**src/rtl/reg_file_pkg.sv**
```systemverilog
// reg_file_pkg: shared types and helpers for the parametrised register file.
//   rf_state_t : clear-sequencer state (sweeping or idle)
//   rf_addr_w  : address width for a given depth (never below 1 bit)
package reg_file_pkg;

  typedef enum logic {
    RF_CLEAR = 1'b0,
    RF_IDLE  = 1'b1
  } rf_state_t;

  function automatic int rf_addr_w(input int depth);
    return (depth > 1) ? $clog2(depth) : 1;
  endfunction

endpackage

```
**src/rtl/reg_file_p_clear_seq.sv**
```systemverilog
// rf_clear_seq: hardware clear sequencer. After reset, or on i_clr while
// idle, it walks every entry from 0 to DEPTH-1 issuing one zero-write per
// cycle.
// Ports:
//   i_clk      system clock
//   i_rst_n    asynchronous active-low reset (restarts the sweep at entry 0)
//   i_clr      clear request, only honoured while idle
//   o_busy     registered, high for the whole sweep
//   o_clr_we   sweep write strobe for the storage array
//   o_clr_adr  entry being zeroed this cycle
module rf_clear_seq
  import reg_file_pkg::*;
#(
  parameter int DEPTH = 32,
  parameter int AW    = 5
) (
  input  logic          i_clk,
  input  logic          i_rst_n,
  input  logic          i_clr,
  output logic          o_busy,
  output logic          o_clr_we,
  output logic [AW-1:0] o_clr_adr
);

  localparam logic [AW-1:0] LAST_ADR = AW'(DEPTH - 1);

  rf_state_t     r_state;
  rf_state_t     w_state_next;
  logic [AW-1:0] r_cnt;
  logic [AW-1:0] w_cnt_next;
  logic          r_busy;

  // State register. BUSY tracks the next state so it drops on the same edge
  // that writes the last entry.
  always_ff @(posedge i_clk or negedge i_rst_n) begin
    if (!i_rst_n) begin
      r_state <= RF_CLEAR;
      r_cnt   <= '0;
      r_busy  <= 1'b1;
    end else begin
      r_state <= w_state_next;
      r_cnt   <= w_cnt_next;
      r_busy  <= (w_state_next == RF_CLEAR);
    end
  end

  // Next-state logic
  always_comb begin
    w_state_next = r_state;
    w_cnt_next   = r_cnt;
    case (r_state)
      RF_CLEAR: begin
        if (r_cnt == LAST_ADR) begin
          w_state_next = RF_IDLE;
          w_cnt_next   = '0;
        end else begin
          w_cnt_next = r_cnt + AW'(1);
        end
      end
      RF_IDLE: begin
        if (i_clr) begin
          w_state_next = RF_CLEAR;
          w_cnt_next   = '0;
        end
      end
      default: begin
        w_state_next = RF_CLEAR;
        w_cnt_next   = '0;
      end
    endcase
  end

  // Output logic
  always_comb begin
    o_clr_we  = (r_state == RF_CLEAR);
    o_clr_adr = r_cnt;
    o_busy    = r_busy;
  end

endmodule

```
**src/rtl/reg_file_p.sv**
```systemverilog
// reg_file_p: DEPTH x WIDTH register file with one write port, NUM_RD
// asynchronous read ports, optional write-first bypass and a hardware
// clear sweep after reset or on request.
// Ports:
//   i_clk      system clock
//   i_rst_n    asynchronous active-low reset
//   i_wr_en    write enable
//   i_wr_adr   write address
//   i_din      write data
//   i_clr      full-clear request (ignored while a sweep runs)
//   i_rd_adr   packed read addresses, port k at [k*AW +: AW]
//   o_rd_data  packed read data, port k at [k*WIDTH +: WIDTH]
//   o_busy     clear sweep in progress
//   o_wr_drop  a requested write is being discarded this cycle
module reg_file_p
  import reg_file_pkg::*;
#(
  parameter  int WIDTH  = 8,
  parameter  int DEPTH  = 32,
  parameter  int NUM_RD = 2,
  parameter  int BYPASS = 1,
  localparam int AW     = rf_addr_w(DEPTH)
) (
  input  logic                    i_clk,
  input  logic                    i_rst_n,
  input  logic                    i_wr_en,
  input  logic [AW-1:0]           i_wr_adr,
  input  logic [WIDTH-1:0]        i_din,
  input  logic                    i_clr,
  input  logic [NUM_RD*AW-1:0]    i_rd_adr,
  output logic [NUM_RD*WIDTH-1:0] o_rd_data,
  output logic                    o_busy,
  output logic                    o_wr_drop
);

  // One extra bit so DEPTH itself is representable for range checks.
  localparam logic [AW:0] DEPTH_W = (AW + 1)'(DEPTH);

  logic [WIDTH-1:0] r_mem [DEPTH];

  logic             w_busy;
  logic             w_clr_we;
  logic [AW-1:0]    w_clr_adr;
  logic             w_wr_adr_ok;
  logic             w_wr_acc;
  logic             w_mem_we;
  logic [AW-1:0]    w_mem_adr;
  logic [WIDTH-1:0] w_mem_din;

  rf_clear_seq #(
    .DEPTH (DEPTH),
    .AW    (AW)
  ) u_clear_seq (
    .i_clk     (i_clk),
    .i_rst_n   (i_rst_n),
    .i_clr     (i_clr),
    .o_busy    (w_busy),
    .o_clr_we  (w_clr_we),
    .o_clr_adr (w_clr_adr)
  );

  // A user write lands only when idle, not colliding with a clear request,
  // and addressed inside the array.
  assign w_wr_adr_ok = ({1'b0, i_wr_adr} < DEPTH_W);
  assign w_wr_acc    = i_wr_en & ~w_busy & ~i_clr & w_wr_adr_ok;
  assign o_wr_drop   = i_wr_en & ~w_wr_acc;
  assign o_busy      = w_busy;

  // Sweep and user writes never overlap: user writes need BUSY low.
  assign w_mem_we  = w_clr_we | w_wr_acc;
  assign w_mem_adr = w_clr_we ? w_clr_adr : i_wr_adr;
  assign w_mem_din = w_clr_we ? '0 : i_din;

  // Storage carries no reset so it can map onto distributed RAM.
  always_ff @(posedge i_clk) begin
    if (w_mem_we) begin
      r_mem[w_mem_adr] <= w_mem_din;
    end
  end

  for (genvar gi = 0; gi < NUM_RD; gi++) begin : g_rd
    logic [AW-1:0] w_rd_adr;
    logic          w_rd_ok;
    logic          w_rd_hit;

    assign w_rd_adr = i_rd_adr[gi*AW +: AW];
    assign w_rd_ok  = ({1'b0, w_rd_adr} < DEPTH_W);
    assign w_rd_hit = (BYPASS != 0) && w_wr_acc && (i_wr_adr == w_rd_adr);

    assign o_rd_data[gi*WIDTH +: WIDTH] =
      (w_busy || !w_rd_ok) ? '0 :
      w_rd_hit             ? i_din :
                             r_mem[w_rd_adr];
  end

endmodule

```
**config.mk**
```make
export PLATFORM = sky130hd
export DESIGN_NAME = reg_file_p
export DESIGN_NICKNAME = d
export VERILOG_FILES = /design/src/rtl/reg_file_pkg.sv /design/src/rtl/reg_file_p_clear_seq.sv /design/src/rtl/reg_file_p.sv
export SDC_FILE = /design/constraint.sdc
export NUM_CORES = 1
export LEC_CHECK = 0
export ABC_CLOCK_PERIOD_IN_PS = 2100
export CAP_MARGIN = 20
export CORE_ASPECT_RATIO = 0.8
export CORE_MARGIN = 5
export CORE_UTILIZATION = 35
export DETAILED_ROUTE_END_ITERATION = 8
export HOLD_SLACK_MARGIN = 0.06
export PLACE_DENSITY_LB_ADDON = 0.2
export SKIP_CTS_REPAIR_TIMING = 1
export SLEW_MARGIN = 20
export SYNTH_ARGS = -nofsm -noshare
export SYNTH_HDL_FRONTEND = slang
export SYNTH_SLANG_ARGS = --single-unit
export TNS_END_PERCENT = 20
```
**constraint.sdc**
```tcl
create_clock -name i_clk -period 2.1 [get_ports i_clk]
set_clock_uncertainty 0.15 [all_clocks]
set_input_delay 0.315 -clock i_clk [delete_from_list [all_inputs] [get_ports i_clk]]
set_output_delay 0.315 -clock i_clk [all_outputs]
set_load 0.05 [all_outputs]
```
Word level (Yosys, flattened, before mapping):

Memory sizes are Yosys's and may differ from the RTL's.
Cells that the tools add are included.

* $add $sub $neg: 1
* eq/ne operators: 4
* mux-type cells: 14
* bitwise logic cells: 9
* reductions and logical operators: 2

Operators by type and width (number)
* $mux W8: 5
* $mux W5: 3
* $eq A5 B5 Y1: 2
* $pmux W5 S2: 1
* $add A5 B1 Y5 const B: 1
* $eq A5 B5 Y1 const B: 1
* $not A1 Y1: 5
* $mux W1: 4
* $and A1 B1 Y1: 3
* $logic_and A1 B1 Y1: 2
* $ne A2 B2 Y1 const B: 1
* $pmux W1 S2: 1
* $or A1 B1 Y1: 1

* register bits after elaboration: 7
* bits in writable memories: 256
* input bits: 27
* output and inout port bits: 18
* word-level logic and storage cells: 34
* memories: 1

Memory list
* r_mem: depth 32, width 8, read ports 2, clocked after memory_dff 0, write ports 1, line reg_file_p.sv:39 `logic [WIDTH-1:0] r_mem [DEPTH];`

Depth between registers and ports, before layout:

* word-level depth: 6
* mapped depth: 8
* depth with buffers taken out: 6

By module:

From an unflattened synthesis, not the netlist that was laid out.

* cells, all modules: 976
* area total of the unflattened synthesis: 13436.6 sq um

By module, submodules not included
* reg_file_p: times used 1, cells an instance 947, area each 13103.8 sq um, sequential area each 7687.4 sq um
* rf_clear_seq: times used 1, cells an instance 29, area each 332.8 sq um, sequential area each 176.4 sq um

Least setup slack after synthesis:

OpenSTA, ideal clock, no wires.

* path type: register -> output
* from: reg u_clear_seq.r_busy (netlist: u_clear_seq.o_busy)
* to: out o_rd_data[5]
* data arrival time: 2589 ps
* data required time: 1635 ps
* setup slack: -954 ps
* cell stages (with the launch flop): 7
* path buffers: 1
* path through: dfstp_2 or3b_1 inv_1 nand3_1 buf_4 nor2_1 a211oi_1

* word-level cells in the longest chain between the ends: 6

Ends and longest elaborated chain
* start: declaration: line reg_file_p_clear_seq.sv:31 `logic r_busy;`
* start signal: assignment: line reg_file_p_clear_seq.sv:43 `r_busy <= (w_state_next == RF_CLEAR);`
* $not A1 Y1: line reg_file_p.sv:65 `assign w_wr_acc = i_wr_en & ~w_busy & ~i_clr & w_wr_adr_ok;`
* $and A1 B1 Y1 (2 in series): line reg_file_p.sv:65
* $logic_and A1 B1 Y1: line reg_file_p.sv:88 `assign w_rd_hit = (BYPASS != 0) && w_wr_acc && (i_wr_adr == w_rd_adr);`
* $mux W8: line reg_file_p.sv:92 `w_rd_hit ? i_din :`
* $mux W8 *: line reg_file_p.sv:91 `(w_busy || !w_rd_ok) ? '0 :`
* end: declaration: line reg_file_p.sv:31 `output logic [NUM_RD*WIDTH-1:0] o_rd_data,`

Every way passes the cells marked *; elsewhere a longest branch is shown, timed or not.

Worst setup path after layout:

* from: reg u_clear_seq.r_busy (netlist: u_clear_seq.o_busy)
* to: out o_rd_data[9]

Same word-level chain as after synthesis.

==> impl_metrics.csv <==
group,metric,value,unit
status,outcome,"finished, violations left",
status,failed_checks,"negative setup slack",
setup_path,worstPathArrival,2.26,ns
logic_synthesis,synth.avg_cell_area,13.6,um2
logic_synthesis,ys_ff_latch,263,
finish,antenna_cells,0,
setup_path,path_class,"reg2out",
setup_path,timing.rr.start,"u_clear_seq.o_busy",
timing,finalCritPeriodShare,1.30,
setup_path,start_kind,"register",
power_and_ir_drop,p_leak,6.46,nW
finish,fill_cells,3367,
routing,wirelength,42.5,mm
clocking,numCtsBuffers,28,
clocking,clkSlewWorstSetupHoldPaths,0.05,ns
timing,finalCriticalPeriod,2.73,ns
finish,stdcell_area,18100,um2
logic_synthesis,ys_types,46,
routing,drtAntennaViolNets,0,
setup_path,cp-startpoint,"u_clear_seq.o_busy",
placement,place_worst_setup_slack,-1.14,ns
floorplan,fp.dieH,185,um
floorplan,num_rows,64,
logic_synthesis,synth-async-reset-ratio,0.0266,
placement,dpl-instance-area,16000,um2
timing,holdWs,0.358,ns
clocking,cts_max_path_buffers,3,
setup_path,reg2regPathDepth,8,
timing,relSlewSlack,0.694,
routing,wire_per_inst,25.0,um
clocking,clk_latency,0.55,ns
finish,num-nets-final,1214,
finish,area_delta_synth_final,35.2,%
timing,drv_slew,0,
routing,num_vias,9492,
logic_synthesis,syn_area,13400,um2
routing,firstDrtPassIters,5,
floorplan,chipWidth,228,um
logic_synthesis,yosys_warnings,0,
global_routing,gr-total-overflow,0,
global_routing,grt_max_degree,39,
global_routing,grt_pass1_wl,61.4,mm
logic_synthesis,syn_nets,1008,
global_routing,grt_pass1_vias,9057,
timing,worst_slack,-0.627,ns
logic_synthesis,seq_area_frac_synth,0.589,
power_and_ir_drop,ir_worst_vdd,0.000711,V
placement,routabilityCongestion,0.911,
logic_synthesis,synthFlopType,"edfxtp_1",
timing,worst_pin_slew,0.458,ns
global_routing,antenna_found_initial,0,
finish,layout-drive-gt1-share,0.418,
logic_synthesis,synth_edf_count,256,
floorplan,die_area,42200,um2
clocking,htree_levels,1,
setup_path,cp.required,1.63,ns
placement,post-dp-hpwl,30.0,mm
min_path,min_path_type,"in2reg",
clocking,cts.sinks,263,
timing,rsz0062_at_grt,"yes",
timing,fin_setup_tns,-16.22,ns
floorplan,io_pins,45,
routing,avgViaCountPerCell,5.58,
clocking,tritoncts,"yes",
placement,portBuffers,44,
floorplan,start_util,0.352,
min_path,hold_path_depth,3,
routing,route.detailed.drc,0,
clocking,clock-root-buffer,"clkbuf_16",
routing,drtIter0Drc,835,
run,drv_cap,0,
timing,timing.fmax,0.367,GHz
floorplan,core_area,38000,um2
setup_path,crit_fanout,14,
timing,hold_violations,0,
global_routing,grt_usage,0.194,
power_and_ir_drop,finalPower,0.0163,W
setup_path,end_kind,"primary output",
timing,setup_viol,231,
min_path,hp-start,"i_clr",
power_and_ir_drop,pwr_density_cell,902,nW/um2
logic_synthesis,netlist_instances,979,
## cells in the mapped netlist, drive strengths merged (4+ instances only)
cell type  instances  area, um2
nand3             12       60.1
a41oi              9       78.8
and3               9       56.3
nor2              47        176
nand2             21       78.8
buf               52        425
a211oi            32        240
o21ai             30        150
a21oi              9       45.0
clkbuf            19       75.1
o21bai             8       60.1
nor3              27        135
and2              11       68.8
inv                5       18.8
o22ai             40        250
nand2b             4       25.0
nand4              8       50.1
dfrtp              6        150
nor2b             30        188
xor2               8       70.1
mux2i            129       1290
mux2             106       1220
a22oi             56        420
edfxtp           256       7690
nor4              18        119
a31oi             10       62.6
## metrics by stage
stage,util,instances
floorplan,-,979
global placement,0.423,1646
detailed placement,0.423,1646
CTS,0.445,1696
global route,0.476,1700
finish,0.476,1700
## sequential cells by signal (all words and copies together), names as in the netlist
signal                 count
u_clear_seq.o_busy         1
r_mem                    256
u_clear_seq.o_clr_adr      5
u_clear_seq.r_state        1
## final timing paths
path,end,slack [ns]
max,o_rd_data[9],-0.63
min in group asynchronous,u_clear_seq.o_clr_adr[2],0.41
min reg2reg,u_clear_seq.o_clr_adr[2],0.46
max reg2reg,r_mem[19][2],-0.07
max in group asynchronous,u_clear_seq.o_busy,1.09
min,u_clear_seq.o_busy,0.36
## layout make-up
| type | count | area, um2 | area share |
|---|---|---|---|
| Clock buffer | 37 | 756 | 0.0418 |
| Timing Repair Buffer | 247 | 2550 | 0.141 |
| Clock inverter | 13 | 91.3 | 0.00506 |
| Tap cell | 495 | 619 | 0.0343 |
| Multi-Input combinational cell | 640 | 6150 | 0.341 |
| Inverter | 5 | 21.3 | 0.00118 |
| Sequential cell | 263 | 7870 | 0.436 |
## cells in the final DEF (no fill, tap or decap), types with 21 or more instances in the layout
cell type	instances
a22oi_1	50
nand2_1	21
mux2i_1	127
mux2_4	24
buf_4	138
nor2b_1	27
buf_6	48
edfxtp_1	256
buf_12	33
mux2_2	69
a211oi_1	21
nor2_2	27
clkbuf_16	30
## kinds of logic (layout without fill, tap and decap cells)
logic type	after synthesis	after routing	synth area share
XOR/XNOR	11	11	0.00721
buffers and inverters	76	302	0.0389
AO/OA/AOI/OAI	198	198	0.100
adder cells (fa/ha/maj)	2	2	0.00187
flip-flops	263	263	0.589
multiplexers	235	235	0.188
AND/OR/NAND/NOR	194	194	0.0756
## where the power goes
group	switching [W]	leakage (nW)	internal [W]
logic	0.00284	3.59	0.00187
clock network	0.00203	0.406	0.00264
registers	0.000284	2.46	0.00663
total	0.00515	6.46	0.0111
## worst max-delay path: stages (launching register included)
cell	delay [ns]
dfstp_4	0.46
or3b_4	0.40
inv_4	0.09
nand3_2	0.09
buf_12	0.18
buf_4	0.16
a41oi_4	0.15
buf_6	0.19
## routing by layer
| metal | track usage | vias to the layer above | part of all wire |
|---|---|---|---|
| met5 | 0 | - | 0 |
| met4 | 0.0404 | 0 | 0.022 |
| met3 | 0.0233 | 53 | 0.049 |
| met2 | 0.288 | 277 | 0.43 |
| met1 | 0.305 | 4877 | 0.50 |
| li1 | - | 4285 | - |
No activity file was read; power rests on OpenSTA's default activity.
